==> src/rtl/vsd_dac_stream_ctrl.sv <==
// ============================================================================
// vsd_dac_stream_ctrl - FIFO-buffered, rate-paced round-robin feed to avsddac
// channels. Optional macro: VSD_DAC_MIDSCALE_EN.    Rev 1.0
// ============================================================================
`default_nettype none

module vsd_dac_stream_ctrl #(
  parameter int DATA_W = 10,
  parameter int NUM_CH = 2,
  parameter int DEPTH  = 8,
  parameter int DIV_W  = 8
) (
  input  logic                       CLK,
  input  logic                       reset,
  input  logic [DATA_W-1:0]          in_data,
  input  logic                       in_valid,
  output logic                       in_ready,
  input  logic                       enable,
  input  logic [DIV_W-1:0]           rate_div,
  input  logic                       clr_underrun,
  output logic [NUM_CH*DATA_W-1:0]   dac_out,
  output logic [NUM_CH-1:0]          dac_strobe,
  output logic [$clog2(DEPTH):0]     fifo_level,
  output logic                       underrun
);

  localparam int c_ADDR_W = $clog2(DEPTH);
  localparam int c_CH_W   = (NUM_CH > 1) ? $clog2(NUM_CH) : 1;
  localparam logic [c_ADDR_W:0]     c_FULL    = (c_ADDR_W+1)'(DEPTH);
  localparam logic [c_CH_W-1:0]     c_LAST_CH = c_CH_W'(NUM_CH - 1);
  localparam logic [DATA_W-1:0]     c_MID     = {1'b1, {(DATA_W-1){1'b0}}};
`ifdef VSD_DAC_MIDSCALE_EN
  localparam logic [NUM_CH*DATA_W-1:0] c_DAC_RST = {NUM_CH{c_MID}};
`else
  localparam logic [NUM_CH*DATA_W-1:0] c_DAC_RST = '0;
`endif

  logic [DATA_W-1:0]         mem_q [DEPTH];
  logic [c_ADDR_W-1:0]       wr_ptr_q, wr_ptr_d;
  logic [c_ADDR_W-1:0]       rd_ptr_q, rd_ptr_d;
  logic [c_ADDR_W:0]         level_q, level_d;
  logic [DIV_W-1:0]          cnt_q, cnt_d;
  logic [c_CH_W-1:0]         ch_ptr_q, ch_ptr_d;
  logic [NUM_CH*DATA_W-1:0]  dac_q, dac_d;
  logic [NUM_CH-1:0]         strobe_q, strobe_d;
  logic                      underrun_q, underrun_d;

  logic w_tick, w_empty, w_push, w_pop;

  assign in_ready   = (level_q != c_FULL);
  assign w_empty    = (level_q == '0);
  assign w_tick     = enable && (cnt_q == rate_div);
  assign w_pop      = w_tick && !w_empty;
  assign w_push     = in_valid && in_ready;

  assign dac_out    = dac_q;
  assign dac_strobe = strobe_q;
  assign fifo_level = level_q;
  assign underrun   = underrun_q;

  always_comb begin
    wr_ptr_d   = wr_ptr_q;
    rd_ptr_d   = rd_ptr_q;
    level_d    = level_q;
    cnt_d      = cnt_q;
    ch_ptr_d   = ch_ptr_q;
    dac_d      = dac_q;
    strobe_d   = '0;
    underrun_d = underrun_q;

    if (w_push) wr_ptr_d = wr_ptr_q + 1'b1;
    if (w_pop)  rd_ptr_d = rd_ptr_q + 1'b1;
    case ({w_push, w_pop})
      2'b10:   level_d = level_q + 1'b1;
      2'b01:   level_d = level_q - 1'b1;
      default: level_d = level_q;
    endcase

    if (!enable) begin
      cnt_d    = '0;
      ch_ptr_d = '0;
    end else if (w_tick) begin
      cnt_d = '0;
    end else begin
      cnt_d = cnt_q + 1'b1;
    end

    if (w_pop) begin
      for (int k = 0; k < NUM_CH; k++) begin
        if (ch_ptr_q == c_CH_W'(k)) begin
          dac_d[k*DATA_W +: DATA_W] = mem_q[rd_ptr_q];
          strobe_d[k]               = 1'b1;
        end
      end
      ch_ptr_d = (ch_ptr_q == c_LAST_CH) ? '0 : ch_ptr_q + 1'b1;
    end

    // An empty tick sets the flag even if a clear arrives in the same cycle.
    if (w_tick && w_empty) begin
      underrun_d = 1'b1;
`ifdef VSD_DAC_MIDSCALE_EN
      for (int k = 0; k < NUM_CH; k++) begin
        if (ch_ptr_q == c_CH_W'(k)) begin
          dac_d[k*DATA_W +: DATA_W] = c_MID;
          strobe_d[k]               = 1'b1;
        end
      end
`endif
    end else if (clr_underrun) begin
      underrun_d = 1'b0;
    end
  end

  always_ff @(posedge CLK) begin
    if (w_push) mem_q[wr_ptr_q] <= in_data;
  end

  always_ff @(posedge CLK) begin
    if (reset) begin
      wr_ptr_q   <= '0;
      rd_ptr_q   <= '0;
      level_q    <= '0;
      cnt_q      <= '0;
      ch_ptr_q   <= '0;
      dac_q      <= c_DAC_RST;
      strobe_q   <= '0;
      underrun_q <= 1'b0;
    end else begin
      wr_ptr_q   <= wr_ptr_d;
      rd_ptr_q   <= rd_ptr_d;
      level_q    <= level_d;
      cnt_q      <= cnt_d;
      ch_ptr_q   <= ch_ptr_d;
      dac_q      <= dac_d;
      strobe_q   <= strobe_d;
      underrun_q <= underrun_d;
    end
  end

endmodule

`default_nettype wire
==> config.mk <==
export PLATFORM = sky130hd
export DESIGN_NAME = vsd_dac_stream_ctrl
export DESIGN_NICKNAME = d
export VERILOG_FILES = /design/src/rtl/vsd_dac_stream_ctrl.sv
export SDC_FILE = /design/constraint.sdc
export NUM_CORES = 1
export LEC_CHECK = 0
export ABC_AREA = 1
export CORE_MARGIN = 10
export CORE_UTILIZATION = 60
export CTS_BUF_LIST = sky130_fd_sc_hd__clkbuf_8
export DETAILED_ROUTE_END_ITERATION = 10
export DONT_BUFFER_PORTS = 1
export PLACE_DENSITY = 0.78
export SLEW_MARGIN = 5
export SYNTH_ARGS = -nofsm -noshare
export SYNTH_HDL_FRONTEND = slang
export SYNTH_SLANG_ARGS = --single-unit
export TNS_END_PERCENT = 30
==> constraint.sdc <==
create_clock -name CLK -period 2.7 [get_ports CLK]
set_input_delay 0.27 -clock CLK [delete_from_list [all_inputs] [get_ports CLK]]
set_output_delay 0.27 -clock CLK [all_outputs]
set_load 0.02 [all_outputs]
Yosys cells after proc, flatten, opt, wreduce, memory -nomap -nowiden:

Memory sizes are Yosys's and may differ from the RTL's. A register that Yosys moved wholly into a read port is not among the register bits.
Index checks and enable logic that the tools add are counted.
Widths: inputs -> output; s select.

* add/subtract/negate cells: 6
* equal/unequal tests: 5
* muxes and demuxes: 12
* bitwise logic cells: 3
* reduce and logical (&&, ||, !) cells: 12

Operators by type and width (number)
* $mux 1: 9
* $add 8x1->8 const B: 1
* $eq 8x8->1: 1
* $pmux 4 s2: 1
* $add 3x1->3 const B: 2
* $mux 3: 2
* $add 4x1->4 const B: 1
* $logic_and 1x1->1: 4
* $logic_not 4->1: 1
* $ne 4x4->1 const B: 1
* $reduce_and 2->1: 2
* $reduce_bool 2->1: 2
* $sub 4x1->4 const B: 1
* $not 1->1: 3
* $reduce_or 3->1: 1
* $eq 2x1->1 const B: 1
* $eq 2x2->1 const B: 1
* $ne 2x1->1 const B: 1
* $reduce_or 2->1: 1
* $add 1x1->1 const B: 1
* $logic_not 1->1: 1

* bits in registers: 42
* memory bits (writable): 80
* output and inout port bits: 28
* memories: 1

Memory list
* mem_q: depth 8, bits a word 10, rd ports 1, clocked after memory_dff 1, write ports 1, RTL line 38 `logic [DATA_W-1:0] mem_q [DEPTH];`

Longest topological paths before layout:

Gate-level depths: netlist of run 1.

* depth in word-level cells: 5
* depth in mapped cells: 15
* depth with buffers taken out: 15

Worst setup path after synthesis of run 1:

OpenSTA, ideal clock, no wires.

* kind: flip-flop to flip-flop
* start point: reg level_q[0], in the netlist fifo_level[0]
* end point: reg level_q[2], in the netlist fifo_level[2]
* setup time: 117 ps
* arrival: 2181 ps
* slack: 401 ps
* stages on the path, launching flop included: 14
* path buffers: 1
* path through: dfxtp_1 inv_1 nand2_1 nor2_2 nand2_4 clkbuf_8 and3_2 ha_1 xor2_1 ha_1 a21oi_1 nor2_1 o221ai_1 inv_1

* longest elaborated chain between the ends: 5
* elaborated cells between the ends (all ways): 11

RTL lines
* start, declared: RTL line 41 `logic [c_ADDR_W:0] level_q, level_d;`
* start signal, assigned: RTL line 131 `level_q <= level_d;`
* $logic_not 4->1: RTL line 51 `assign w_empty = (level_q == '0);`
* $logic_not 1->1: RTL line 53 `assign w_pop = w_tick && !w_empty;`
* $logic_and 1x1->1: RTL line 53
* $eq 2x1->1 or $eq 2x2->1 (tied branches): RTL line 73 `case ({w_push, w_pop})`
* $pmux 4 s2 or $reduce_bool 2->1 (tied branches)

Several ways; a longest one is shown, not always the timed one.
A chain may end at the register's enable or synchronous reset.

Worst setup path after layout of run 1:

* start point: reg cnt_q[0]
* end point: reg level_q[2], in the netlist fifo_level[2]

* longest elaborated chain between the ends: 5
* elaborated cells between the ends (all ways): 7

RTL lines
* start, declared: RTL line 42 `logic [DIV_W-1:0] cnt_q, cnt_d;`
* start signal, assigned: RTL line 132 `cnt_q <= cnt_d;`
* $eq 8x8->1 (*): RTL line 52 `assign w_tick = enable && (cnt_q == rate_div);`
* $logic_and 1x1->1 (*): RTL line 52
* $logic_and 1x1->1 (*): RTL line 53
* $eq 2x1->1 or $eq 2x2->1 (tied branches): RTL line 73
* $pmux 4 s2 or $reduce_bool 2->1 (tied branches)

Mark *: on every way between the ends. The rest lies on a longest branch, timed or not.

==> results.toml, run 1 <==
[sta]
slew_headroom_pct = 42.26
rsz0062_at_grt = "no"
setup_viol = 0
skew_ns = 0.01170
worstMarginPinSlew_ns = 0.8652
setup_ws_ns = 0.3520
finalHoldWorstSlack_ns = 0.03608
tns_ns = 0
fmax_mhz = 425.9
hold_violations = 0
period_share_pct = 86.96
fin_crit_ns = 2.348
finalMaxSlewViolations = 0

[setup_path]
setup.worst_path.end_class = "register"
critPathMaxFanout = 6
required_ns = 3.02
worstSetupPathType = "register to register"
start_kind = "register"
worstPathArrival_ns = 2.66

[hold_path]
hp-class = "primary input to register"

[synthesis]
ys_seq_elements = 125
syn_nets = 640
synth_area_per_cell_um2 = 9.119
synth_cell_types = 29
yosys_warnings = 0
netlist_area_mm2 = 0.005572
async_flop_share_pct = 0
synthFlopType = "edfxtp_1"
synth_cells = 611
seq_area_frac_synth_pct = 59.29
synth_edf_count = 80

[drt]
firstDrtPassIters = 6
route.detailed.drc = 0
wl_per_cell_um = 15.29
vias = 4083
wl_mm = 11.65
initialDrtViolationCount = 361
vias_per_cell = 5.358
drtAntennaViolNets = 0

[final_layout]
fin_nets = 668
final_core_util_pct = 67.85
diodes = 0
area_delta_synth_final_pct = 11.45
nFillCells = 687
finalNonFillerCells = 762
drive_above_1_share_pct = 11.52

[floorplan]
dieArea_mm2 = 0.01354
core_mm2 = 0.009153
row_count = 35
start_util_pct = 60.87
ios = 51
die_y_um = 116.4
dieWidth_um = 116.4

[pwr]
p_leak_nw = 2.612
peakVddDrop_mv = 0.3395
p_clk_share_pct = 38.9
power_switching_w = 0.0008853
power_density_mw_per_mm2 = 601.2
combPwrFrac_pct = 5.3
p_int_w = 0.002848
swShare_pct = 23.71
pwr-share-seq_pct = 55.8

[place]
portBuffers = 0
place_congestion = 0.8539
post-place-ws_ns = 0.3883
dpl.hpwl_mm = 7.846
dp.cells = 719

[global_route]
grt_usage_pct = 18.14
grt_pass1_wl_mm = 19.11
grt_overflow = 0
grt_pass1_vias = 3940
antenna_found_initial = 0
grt_start_max_net_pins = 41

[cts]
cts_buffers = 17
clock_path_buffers = 2
clock_sinks = 125
htreeDepth = 4
post_cts_buffers = 0
clk_pin_slew_worst_paths_ns = 0.08
clk-insertion-delay-late_ns = 0.43
cts_tree = "yes"
cts_root_buf = "clkbuf_8"

[run]
cap_viol_max_count = 0

[outcome]
status = "complete, no violations"
-- metrics by stage --
stage / cell area [um^2] / total power (W)
3_5_place_dp: 5733 / 0.002294
2_1_floorplan: 5572 / 0.002255
3_3_place_gp: 5733 / 0.002286
5_1_grt: 6210 / 0.003896
6_report: 6210 / 0.003733
4_1_cts: 6210 / 0.003755
-- final timing paths --
check / slack, ns / cells past startpoint / to / startpoint
max: 0.35 / 13 / fifo_level[2] / cnt_q[0]
min: 0.04 / 2 / ch_ptr_q / enable
min reg2reg: 0.49 / 2 / fifo_level[1] / fifo_level[1]
max reg2reg: 0.35 / 13 / fifo_level[2] / cnt_q[0]
-- cell usage after synthesis, types with 2 or more instances --
cell      count  area (um^2)
nand2_1     144        540.5
nor2_1       93        349.1
inv_1        81        304.0
edfxtp_1     80         2402
dfxtp_1      45        900.9
o21ai_0      33        165.2
nand3_1      29        145.1
a21oi_1      16        80.08
o22ai_1      14        87.58
clkbuf_1     11        41.29
nand4_1      10        62.56
inv_2         7        26.28
ha_1          6        75.07
nand2_2       6        37.54
xor2_1        6        52.55
buf_2         4        20.02
nand4_4       4        85.08
nor2_4        4        45.04
buf_4         3        22.52
nor3_1        3        15.01
nand2_4       2        22.52
nand3_2       2        20.02
nor2_2        2        12.51
-- final cells by class --
class                   count  area [um^2]  area share [%]
clock buffers              17        234.0           3.768
flip-flops and latches    125         3303           53.19
well taps                 111        138.9           2.237
inverters                  89        334.1           5.380
clock inverters            14        122.6           1.975
multi-input cells         378         1837           29.58
repair buffers             28        240.2           3.869
-- power by group through the flow --
stage / clock network (W) / registers (W) / logic (W)
floorplan: 0 / 0.00213 / 0.000129
global placement: 0 / 0.00212 / 0.000164
detailed placement: 0 / 0.00212 / 0.000169
CTS: 0.00147 / 0.00208 / 0.000199
global route: 0.00159 / 0.00208 / 0.000224
finish: 0.00145 / 0.00208 / 0.000199
-- routing by layer --
layer  up-vias  share of wire (%)  GRT usage (%)
met4         0                1.3          6.422
li1       2039                  -              -
met5         -                  0              0
met3        18                8.4          5.496
met2       142                 50          30.77
met1      1884                 41          21.31
-- layout by cell type, fill, tap and decap left out, types with 12 or more instances in the layout --
master           n
o21ai_0         33
inv_1           81
nand2_1        144
edfxtp_1        80
dfxtp_1         45
nand3_1         29
clkbuf_8        17
buf_4           16
nor2_1          93
o22ai_1         14
dlygate4sd3_1   12
a21oi_1         16
-- worst max-delay path, cell delays in order (launching register included) --
cell      delay (ns)
dfxtp_1         0.42
inv_1           0.06
nand2_1         0.07
nand2_1         0.11
nor3_4          0.30
and3_2          0.27
ha_1            0.22
xor2_1          0.22
ha_1            0.19
a21oi_1         0.06
nand2_1         0.07
nand2_1         0.05
o221ai_1        0.15
inv_1           0.05
-- registers in the layout, indices dropped and copies added, names as in the netlist, named ones only --
signal	cells
underrun	1
wr_ptr_q	3
dac_strobe	2
fifo_level	4
dac_out	20
ch_ptr_q	1
cnt_q	8
mem_q	80
rd_ptr_q	3
-- repair_timing --
| action | CTS | global route |
|---|---|---|
| hold endpoints to repair | 90 | 0 |
| resized for setup | 0 | 0 |
| hold buffers | 12 | 0 |
-- cells by family (layout without fill, tap and decap cells) --
| kind of cell | after synthesis | count (layout) | share of synthesized area (%) |
|---|---|---|---|
| DFF | 125 | 125 | 59.29 |
| and+or+nand+nor | 301 | 301 | 24.39 |
| xor gates and xnor gates | 6 | 6 | 0.9432 |
| buffers and inverters | 108 | 148 | 7.748 |
| adders and majority gates | 6 | 6 | 1.347 |
| AOI/OAI and AO/OA | 65 | 65 | 6.288 |
No activity file was read; power rests on OpenSTA's default activity.
==> run 2, diff against run 1 <==
- CORE_UTILIZATION: 60 -> 55
- PLACE_DENSITY: 0.78 -> 0.72
==> results.toml, run 2 (synthesis results as in run 1) <==
[outcome]
status = "complete, no violations"

[global_route]
grt_pass1_vias = 3886
antenna_found_initial = 0
grt_usage_pct = 16.55
grt_overflow = 0
grt_util_met2_pct = 27.74
use_met1_pct = 19.32
grt_pass1_wl_mm = 19.00
met3_usage_pct = 5.165
grt_start_max_net_pins = 41
grt_busiest_layer = "met2"

[sta]
tns_ns = 0
rsz0062_at_grt = "no"
worstMarginPinSlew_ns = 0.8681
finalMaxSlewViolations = 0
skew_ns = 0.01004
fin_crit_ns = 2.373
fmax_mhz = 421.4
finalHoldWorstSlack_ns = 0.02814
hold_violations = 0
slew_headroom_pct = 42.06
period_share_pct = 87.88
setup_viol = 0

[setup_path]
slowest_delay_ns = 0.43
rr_worst_depth = 13
worstPathBufferInverterCount = 2
setup.worst_path.end_class = "register"
rr_startpoint = "cnt_q[0]"
path_cells = "inv_1, nand2_1, nand2_1, nor3_4, and3_2, ha_1, xor2_1, ha_1, a21oi_1, nand2_1, nand2_1, o221ai_1, inv_1"
cpLargestDelayFamily = "simple AND/OR/NAND/NOR gates"
worstPathArrival_ns = 2.69
required_ns = 3.02
start_kind = "register"
regToRegEndpoint = "fifo_level[2]"
reg2reg_slack_ns = 0.33
critPathMaxFanout = 6
worstSetupPathType = "register to register"
slowest_stage = "dfxtp_1"
crit_top_cell = "nand2_1"

[run]
cap_viol_max_count = 0

[hold_path]
min_path_cells = 2
min-delay-start = "enable"
hp-class = "primary input to register"
hold_path_end = "ch_ptr_q"

[drt]
initialDrtViolationCount = 349
vias = 4046
wl_mm = 11.77
firstDrtPassIters = 6
drtAntennaViolNets = 0
vias_per_cell = 5.141
route.detailed.drc = 0
wl_per_cell_um = 14.95

[cts]
clk_pin_slew_worst_paths_ns = 0.08
clock_sinks = 125
cts_root_buf = "clkbuf_8"
clock_path_buffers = 2
cts_buffers = 17
cts_resized = 0
htreeDepth = 4
cts_tree = "yes"
clk-insertion-delay-late_ns = 0.43

[floorplan]
row_count = 36
core_mm2 = 0.009819
die_y_um = 120.7
dieArea_mm2 = 0.01456
start_util_pct = 56.74
dieWidth_um = 120.7
ios = 51

[final_layout]
area_delta_synth_final_pct = 12.28
fin_nets = 670
final_common_cell = "nand2_1"
drive_above_1_share_pct = 12.23
largest_register_ffs = 80
regMostFlops = "mem_q"
diodes = 0
final_cell_mix = "144 x nand2_1, 93 x nor2_1, 81 x inv_1"
finalNonFillerCells = 787

[pwr]
power_density_mw_per_mm2 = 588.8
p_leak_nw = 2.627
peakVddDrop_mv = 0.3380
p_total_w = 0.003684

[place]
portBuffers = 0
dpl.hpwl_mm = 7.661
dp.cells = 743
place_congestion = 0.8616
-- run 2: power by group --
group | leakage [nW] | switching (W) | total, W | internal (W)
clock | 0.173 | 0.000764 | 0.00141 | 0.000644
sequential | 1.09 | 0.0000142 | 0.00208 | 0.00207
combinational | 1.36 | 0.000135 | 0.000196 | 0.0000614
-- run 2: per-layer routing --
layer  up-vias  routed length (um)
li1       2039                   -
met5         -                   0
met1      1853                4925
met4         0                 147
met3        17                 942
met2       137                5749
-- run 2: area by class of cell --
| class | instances | area, um^2 |
|---|---|---|
| inverters | 89 | 334.1 |
| fillers | 820 | 3563 |
| clock inverters | 15 | 113.9 |
| flip-flops and latches | 125 | 3303 |
| repair buffers | 30 | 267.8 |
| well taps | 133 | 166.4 |
| multi-input cells | 378 | 1837 |
| clock buffers | 17 | 234.0 |
-- run 2: metrics by stage --
step           area, um^2  setup WS [ns]  util [%]
2_1_floorplan        5572         0.4015         -
4_1_cts              6256         0.3266     63.71
3_5_place_dp         5788         0.3685     58.95
3_3_place_gp         5788         0.5015     58.95
5_1_grt              6256         0.1589     63.71
6_report             6256         0.3271     63.71
-- run 2: worst max path at each step --
| stage | depth (start not counted) | start | slack [ns] | endpoint |
|---|---|---|---|---|
| final | 13 | cnt_q[0] | 0.33 | fifo_level[2] |
| after detailed placement | 13 | cnt_q[0] | 0.37 | fifo_level[2] |
| after floorplan | 13 | fifo_level[0] | 0.40 | fifo_level[2] |
| after CTS | 13 | cnt_q[0] | 0.33 | fifo_level[2] |
| after global routing | 13 | cnt_q[0] | 0.16 | fifo_level[2] |
| after global placement | 13 | cnt_q[0] | 0.50 | fifo_level[2] |
-- run 2: repair_timing --
| item | 4_1_cts | 5_1_grt |
|---|---|---|
| hold buffers | 12 | 0 |
| setup buffers | 0 | 0 |
| endpoints found under the hold margin | 90 | 0 |
==> run 3, diff against run 2 <==
- GPL_ROUTABILITY_DRIVEN: unset -> 0
==> results of run 3 <==
Final layout, timing and power as in run 2 (identical DEF).
